<file path="src/rtl/pb_eject_sink_pkg.sv">
`default_nettype none
// ============================================================================
// Module      : picobello_pkg
// Description : Shared types for the eject sink (channel FSM states, channel count).
// Revision    : 1.0 - initial release
// ============================================================================
package picobello_pkg;

    typedef enum logic [0:0] {SinkAccept = 1'b0, SinkStall = 1'b1} sink_state_e;

    // req, rsp, wide
    localparam int unsigned EjectNumChannels = 3;

endpackage
`default_nettype wire

</file>
<file path="src/rtl/pb_eject_sink_chan.sv">
`default_nettype none
// ============================================================================
// Module      : pb_eject_sink_chan
// Description : One eject sink channel: stall FSM, saturating counter, capture,
//               protocol checker and optional checksum (PB_EJECT_SINK_CHECKSUM_EN).
// Revision    : 1.0 - initial release
// ============================================================================
module pb_eject_sink_chan
    import picobello_pkg::*;
#(
    parameter int unsigned FlitWidth  = 64,
    parameter int unsigned CntWidth   = 16,
    parameter int unsigned StallWidth = 8
) (
    input  logic                  clk_i,
    input  logic                  rst_i,
    input  logic                  clear_i,
    input  logic                  enable_i,
    input  logic [StallWidth-1:0] stall_cycles_i,
    input  logic                  valid_i,
    output logic                  ready_o,
    input  logic [FlitWidth-1:0]  data_i,
    output logic [CntWidth-1:0]   count_o,
    output logic [FlitWidth-1:0]  last_data_o,
    output logic                  proto_err_o,
    output logic [FlitWidth-1:0]  checksum_o
);

    localparam logic [CntWidth-1:0]   c_CNT_MAX   = {CntWidth{1'b1}};
    localparam logic [StallWidth-1:0] c_STALL_ONE = {{(StallWidth-1){1'b0}}, 1'b1};

    sink_state_e           r_state;
    sink_state_e           w_state_nxt;
    logic [StallWidth-1:0] r_stall_cnt;
    logic [StallWidth-1:0] w_stall_cnt_nxt;
    logic                  w_ready;
    logic                  w_xfer;
    logic [CntWidth-1:0]   r_count;
    logic [FlitWidth-1:0]  r_last_data;
    logic                  r_proto_err;
    logic                  r_prev_valid;
    logic                  r_prev_ready;
    logic [FlitWidth-1:0]  r_prev_data;
    logic                  w_violation;

    // Ready is masked during reset even though the state register already reads ACCEPT.
    assign w_ready = !rst_i && (r_state == SinkAccept) && enable_i;
    assign w_xfer  = valid_i && w_ready;
    assign ready_o = w_ready;

    always_ff @(posedge clk_i) begin
        if (rst_i) begin
            r_state     <= SinkAccept;
            r_stall_cnt <= '0;
        end else begin
            r_state     <= w_state_nxt;
            r_stall_cnt <= w_stall_cnt_nxt;
        end
    end

    always_comb begin
        w_state_nxt     = r_state;
        w_stall_cnt_nxt = r_stall_cnt;
        case (r_state)
            SinkAccept: begin
                if (w_xfer && (stall_cycles_i != '0)) begin
                    w_state_nxt     = SinkStall;
                    w_stall_cnt_nxt = stall_cycles_i;
                end
            end
            SinkStall: begin
                w_stall_cnt_nxt = r_stall_cnt - c_STALL_ONE;
                if (r_stall_cnt <= c_STALL_ONE) begin
                    w_state_nxt = SinkAccept;
                end
            end
            default: begin
                w_state_nxt     = SinkAccept;
                w_stall_cnt_nxt = '0;
            end
        endcase
    end

    // A flit offered without ready must be held unchanged until accepted.
    assign w_violation = r_prev_valid && !r_prev_ready &&
                         (!valid_i || (data_i != r_prev_data));

    always_ff @(posedge clk_i) begin
        if (rst_i) begin
            r_count      <= '0;
            r_last_data  <= '0;
            r_proto_err  <= 1'b0;
            r_prev_valid <= 1'b0;
            r_prev_ready <= 1'b0;
            r_prev_data  <= '0;
        end else begin
            r_prev_valid <= valid_i;
            r_prev_ready <= w_ready;
            r_prev_data  <= data_i;
            if (clear_i) begin
                r_count     <= '0;
                r_last_data <= '0;
                r_proto_err <= 1'b0;
            end else begin
                if (w_xfer) begin
                    r_last_data <= data_i;
                    if (r_count != c_CNT_MAX) begin
                        r_count <= r_count + 1'b1;
                    end
                end
                if (w_violation) begin
                    r_proto_err <= 1'b1;
                end
            end
        end
    end

    assign count_o     = r_count;
    assign last_data_o = r_last_data;
    assign proto_err_o = r_proto_err;

`ifdef PB_EJECT_SINK_CHECKSUM_EN
    logic [FlitWidth-1:0] r_checksum;

    always_ff @(posedge clk_i) begin
        if (rst_i || clear_i) begin
            r_checksum <= '0;
        end else if (w_xfer) begin
            r_checksum <= r_checksum ^ data_i;
        end
    end

    assign checksum_o = r_checksum;
`else
    assign checksum_o = '0;
`endif

endmodule
`default_nettype wire

</file>
<file path="src/rtl/pb_eject_sink.sv">
`default_nettype none
// ============================================================================
// Module      : pb_eject_sink
// Description : Counting, flow-controlled termination for unused router Eject
//               ports; checksum enabled by PB_EJECT_SINK_CHECKSUM_EN.
// Revision    : 1.0 - initial release
// ============================================================================
module pb_eject_sink
    import picobello_pkg::*;
#(
    parameter int unsigned NumChannels = EjectNumChannels,
    parameter int unsigned FlitWidth   = 64,
    parameter int unsigned CntWidth    = 16,
    parameter int unsigned StallWidth  = 8
) (
    input  logic                             clk_i,
    input  logic                             rst_i,
    input  logic                             clear_i,
    input  logic [NumChannels-1:0]           enable_i,
    input  logic [StallWidth-1:0]            stall_cycles_i,
    input  logic [NumChannels-1:0]           valid_i,
    output logic [NumChannels-1:0]           ready_o,
    input  logic [NumChannels*FlitWidth-1:0] data_i,
    output logic [NumChannels*CntWidth-1:0]  count_o,
    output logic [NumChannels*FlitWidth-1:0] last_data_o,
    output logic [NumChannels-1:0]           proto_err_o,
    output logic [NumChannels*FlitWidth-1:0] checksum_o
);

    // Channels are fully independent; no arbitration between them.
    for (genvar c = 0; c < NumChannels; c++) begin : g_chan
        pb_eject_sink_chan #(
            .FlitWidth  (FlitWidth),
            .CntWidth   (CntWidth),
            .StallWidth (StallWidth)
        ) u_chan (
            .clk_i          (clk_i),
            .rst_i          (rst_i),
            .clear_i        (clear_i),
            .enable_i       (enable_i[c]),
            .stall_cycles_i (stall_cycles_i),
            .valid_i        (valid_i[c]),
            .ready_o        (ready_o[c]),
            .data_i         (data_i[c*FlitWidth +: FlitWidth]),
            .count_o        (count_o[c*CntWidth +: CntWidth]),
            .last_data_o    (last_data_o[c*FlitWidth +: FlitWidth]),
            .proto_err_o    (proto_err_o[c]),
            .checksum_o     (checksum_o[c*FlitWidth +: FlitWidth])
        );
    end

endmodule
`default_nettype wire

</file>
<file path="config.mk">
export PLATFORM = sky130hd
export DESIGN_NAME = pb_eject_sink
export DESIGN_NICKNAME = d
export VERILOG_FILES = /design/src/rtl/pb_eject_sink_pkg.sv /design/src/rtl/pb_eject_sink_chan.sv /design/src/rtl/pb_eject_sink.sv
export SDC_FILE = /design/constraint.sdc
export NUM_CORES = 1
export LEC_CHECK = 0
export BUFFER_PORTS_ARGS = -buffer_cell sky130_fd_sc_hd__buf_4
export CORE_AREA = 2 2 253 255
export DETAILED_ROUTE_END_ITERATION = 10
export DIE_AREA = 0 0 255 257
export SLEW_MARGIN = 30
export SYNTH_ARGS = -nofsm -noshare
export SYNTH_HDL_FRONTEND = slang
export SYNTH_SLANG_ARGS = --single-unit
export TNS_END_PERCENT = 20
</file>
<file path="constraint.sdc">
create_clock -name clk_i -period 2.35 [get_ports clk_i]
set_input_delay 0.3525 -clock clk_i [delete_from_list [all_inputs] [get_ports clk_i]]
set_output_delay 0.3525 -clock clk_i [all_outputs]
set_load 0.02 [all_outputs]
</file>
== Word level (Yosys, flattened, before mapping) ==
Cells that the tools add are included.
Word-level totals
  output and inout port bits: 438
  bits of input ports: 209
  word-level logic and storage cells: 93
  bits in registers: 468
Operators by class
  $add $sub $neg: 6
  eq/ne operators: 9
  order comparisons: 3
  reductions and logical operators: 33
  muxes and demuxes: 15
  bitwise operators: 3
Operator list (count)
  $ne A64 B64 Y1: 3
  $add A16 B1 Y16 const B: 3
  $ne A16 B16 Y1 const B: 3
  $pmux W8 S2: 3
  $le A8 B1 Y1 const B: 3
  $mux W8: 3
  $sub A8 B1 Y8 const B: 3
  $logic_and A1 B1 Y1: 18
  $reduce_bool A8 Y1: 1
  $logic_not A1 Y1: 7
  $mux W1: 6
  $ne A2 B2 Y1 const B: 3
  $pmux W1 S2: 3
  $reduce_and A2 Y1: 3
  $logic_or A1 B1 Y1: 3
  $not A1 Y1: 3
  $reduce_or A2 Y1: 1

== Depth between registers and ports, before layout ==
  depth in word-level cells: 7
  mapped depth: 7
  mapped depth without buffers: 7

== Hierarchy ==
Synthesis repeated with hierarchy kept, for this count alone.
Unflattened totals
  cell total of the unflattened synthesis: 2192
  area total of the unflattened synthesis: 19461.2 µm²
By module, submodules not included
  pb_eject_sink_chan (g_chan[0].u_chan ...): area each 6487.5 µm², cells an instance 731, instances 2, seq. area each 3123.0 µm²
  pb_eject_sink_chan (g_chan[2].u_chan): area each 6486.2 µm², cells an instance 730, instances 1, seq. area each 3123.0 µm²

== Least setup slack after synthesis ==
No wires, ideal clock.
  path type: reg2reg
  from: register g_chan[1].u_chan.r_count[0]
  to: register g_chan[1].u_chan.r_count[1]
  arrival: 1.718 ns
  clock period less this slack: 1.833 ns
  setup time: 0.115 ns
  data required time: 2.235 ns
  path buffers: 0
  setup slack: 0.517 ns
  cell stages (with the launch flop): 7
  path through: dfxtp_1 ha_1 inv_1 nor4_4 a21oi_1 mux2i_1 nor2_1
On the way
  cells in the longest elaborated chain, start to end: 2
  elaborated cells on any way between the ends: 3
  those cells by class: add/sub: 1; eq/ne: 1; reduce/logical: 1
Ends and longest elaborated chain
  start, declared: RTL line pb_eject_sink_chan.sv:38  | logic [CntWidth-1:0] r_count;
  start signal, assigned: RTL line pb_eject_sink_chan.sv:108  | r_count <= r_count + 1'b1;
  parallel branches: the longest is 2 deep, another holds $add A16 B1 Y16
Parallel ways; which one is timed is not known.
A chain may end at the register's enable or synchronous reset.

== Worst setup path after layout ==
  from: input port data_i[74]
  to: register g_chan[1].u_chan.r_proto_err
On the way
  cells in the longest elaborated chain, start to end: 3
Ends and longest elaborated chain
  start, declared: RTL line pb_eject_sink.sv:23  | input logic [NumChannels*FlitWidth-1:0] data_i,
  $ne A64 B64 Y1: RTL line pb_eject_sink_chan.sv:86  | (!valid_i || (data_i != r_prev_data));
  $logic_or A1 B1 Y1: RTL line pb_eject_sink_chan.sv:86
  $logic_and A1 B1 Y1: RTL line pb_eject_sink_chan.sv:85  | assign w_violation = r_prev_valid && !r_prev_ready &&
  end signal, assigned: RTL line pb_eject_sink_chan.sv:92  | r_proto_err <= 1'b0;
  end signal, assigned: RTL line pb_eject_sink_chan.sv:103  | r_proto_err <= 1'b0;
  end signal, assigned: RTL line pb_eject_sink_chan.sv:112  | r_proto_err <= 1'b1;
  end, declared: RTL line pb_eject_sink_chan.sv:40  | logic r_proto_err;
Every way passes these cells.

==> metrics.cfg <==
[global_route]
grt_pass1_wl_um = 89600
grtUsageTotal_pct = 17.3
antenna_found_initial = 0
grt_pass1_vias = 15732
grt_max_degree = 91
grt_overflow = 0

[clocking]
cts_tree = yes
cts_num_sinks = 468
cts_buffers = 53
htree_levels = 2
clk_latency_ns = 0.58
clkTransAtPathRegs_ns = 0.06
cts_root_buf = clkbuf_16
cts.path.max_buffers = 3
cts_resized = 0
post_cts.repair.setup_buffers = 0

[synth]
syn_inst = 2262
synth_cell_types = 69
netlist_area_um2 = 19700
synth_seq_area_share_pct = 47.5
async_flop_share_pct = 0
ys_warn_count = 0
synth_edf_count = 0
post_synth.cell_area_avg_um2 = 8.72
ys_seq_elements = 468
ys.flop_type = dfxtp_1

[timing]
fmax_mhz = 507
post-route-period-util_pct = 84.0
slew_viol_final = 0
finalClockSkew_ns = 0.0129
slew_headroom_pct = 49.5
setup_violations = 0
rsz0062_at_grt = false
min_period_ns = 1.97
hold_violations = 0
tns_ns = 0
hold-worst-slack_ns = 0.0336
tightest_slew_ns = 0.758

[power_and_ir_drop]
ir_worst_vdd_v = 0.000580
powerDensity_nw_per_um2 = 721
p_total_w = 0.0193
power_leakage_nw = 10.9

[worst_setup_path]
setup.worst_path.end_class = flop
critPathMaxFanout = 3
rr_worst_depth = 6
worstSetupPathType = input pin to flop
required_ns = 2.81
startpoint_type = input pin
crit_arrival_ns = 2.43

[placed_design]
portBuffers = 454
place_congestion = 0.830
hpwlAfterDp_um = 43100

[layout]
layout-drive-gt1-share_pct = 21.0
areaGrowthSynthToFinish_pct = 35.6
utilization_pct = 42.6
num-nets-final = 3060

[routing]
drtPass1Iterations = 5
viasPerCell = 4.40
drtAntennaViolNets = 0
vias = 16407
routed_wl_um = 59500
drtIter0Drc = 936
drt_drc_violations_left = 0
wl_per_cell_um = 15.9

[die]
std_cell_rows = 92
die_w_um = 255
die_area_um2 = 65500
num_io_pins = 647
initial_core_util_pct = 31.4
fp.dieH_um = 257
coreArea_um2 = 62700

[run]
drv_cap = 0

[status]
status = finished, final reports clean

[min_path]
whs_path_depth = 2
hp-class = input pin to flop

-- synthesized netlist by cell type (all sizes together) (8+ instances only) --
library cell / instances / area [um2]
xnor2: 64 / 561
a211oi: 13 / 113
clkbuf: 67 / 251
nor2: 85 / 319
a21oi: 238 / 1190
dfxtp: 468 / 9370
o2111a: 8 / 90.1
a2111oi: 11 / 96.3
nand2: 419 / 1570
xor2: 105 / 920
or3: 9 / 56.3
o21ai: 11 / 55.1
nor4: 43 / 324
ha: 9 / 113
nand4: 28 / 196
nand2b: 28 / 175
nand3: 28 / 150
nor2b: 225 / 1410
inv: 53 / 199
buf: 239 / 1680
nor3: 21 / 121
-- critical path: stages --
cell,delay [ns]
dlygate4sd3_1,0.54
buf_4,0.15
xnor2_1,0.27
o2111ai_1,0.16
or4_1,0.53
nor4_1,0.33
a21oi_1,0.11
-- where the power goes --
part | switching, W | internal (W) | leakage (nW)
registers | 0.000128 | 0.00820 | 3.83
clock network | 0.00341 | 0.00537 | 0.915
logic | 0.00127 | 0.000896 | 6.16
-- per-stage QoR --
stage               cell area, um2  cells  setup WS, ns
detailed placement           23400   3486         0.279
global placement             23400   3486         0.312
floorplan                    20400   2453         0.517
CTS                          26700   3731         0.372
finish                       26700   3733         0.377
global route                 26700   3731         0.288
-- sequential cells by signal, indices dropped and copies added (netlist names) --
name / count
g_chan.u_chan.count_o: 48
g_chan.u_chan.proto_err_o: 3
g_chan.u_chan.r_prev_valid: 3
g_chan.u_chan.r_prev_ready: 3
g_chan.u_chan.r_state: 3
g_chan.u_chan.r_stall_cnt: 24
g_chan.u_chan.r_prev_data: 192
g_chan.u_chan.last_data_o: 192
-- layer usage --
metal	part of all wire, %	global-route usage [%]	vias to the layer above
li1	-	-	8211
met3	6.2	4.08	86
met1	42	21.2	7635
met4	2.5	5.30	0
met2	49	30.0	475
met5	0	0	-
-- final timing paths --
check             slack [ns]                                    startpoint                                            to
setup reg to reg        0.50      g_chan[2].u_chan.count_o[0]$_SDFFE_PP0P_      g_chan[2].u_chan.count_o[1]$_SDFFE_PP0P_
hold / removal          0.03                                    data_i[38]   g_chan[0].u_chan.r_prev_data[38]$_SDFF_PP0_
setup / recovery        0.38                                    data_i[74]     g_chan[1].u_chan.proto_err_o$_SDFFE_PP0P_
hold reg to reg         0.45  g_chan[2].u_chan.last_data_o[8]$_SDFFE_PP0P_  g_chan[2].u_chan.last_data_o[8]$_SDFFE_PP0P_
-- cell families after synthesis --
kind of cell	count (synthesis)	synth area share, %
other	1	0.0190
muxes	4	0.209
adders and majority gates	9	0.571
and+or+nand+nor	919	23.4
DFF	468	47.5
buffers and inverters	359	10.8
xor gates and xnor gates	169	7.51
AOI/OAI and AO/OA	333	10.0
-- what timing repair did --
action                                  in CTS  in global routing
hold buffers                               147                  0
endpoints found under the hold margin      206                  0
endpoints found under the setup margin       0                  0
-- area by class of cell --
cell class,count,area (um2)
antenna,2,5.00
clock buffer,76,1560
clock inverter,22,309
fill,6239,36000
inverter,53,199
multi-input combinational,1626,8990
sequential,468,9370
tap,846,1060
timing repair buffer,640,5260
-- cell usage in the layout, fill, tap and decap left out, types with 19 or more instances in the layout --
master / n
a21oi_1: 238
buf_4: 485
clkbuf_16: 55
conb_1: 192
dfxtp_1: 468
dlygate4sd3_1: 147
inv_1: 53
nand2_1: 419
nand2b_1: 28
nand3_1: 26
nand4_1: 26
nor2_1: 84
nor2b_1: 225
nor3_1: 19
nor4_1: 37
xnor2_1: 64
xor2_1: 105
Note: power is estimated with default switching activity, not from simulation.
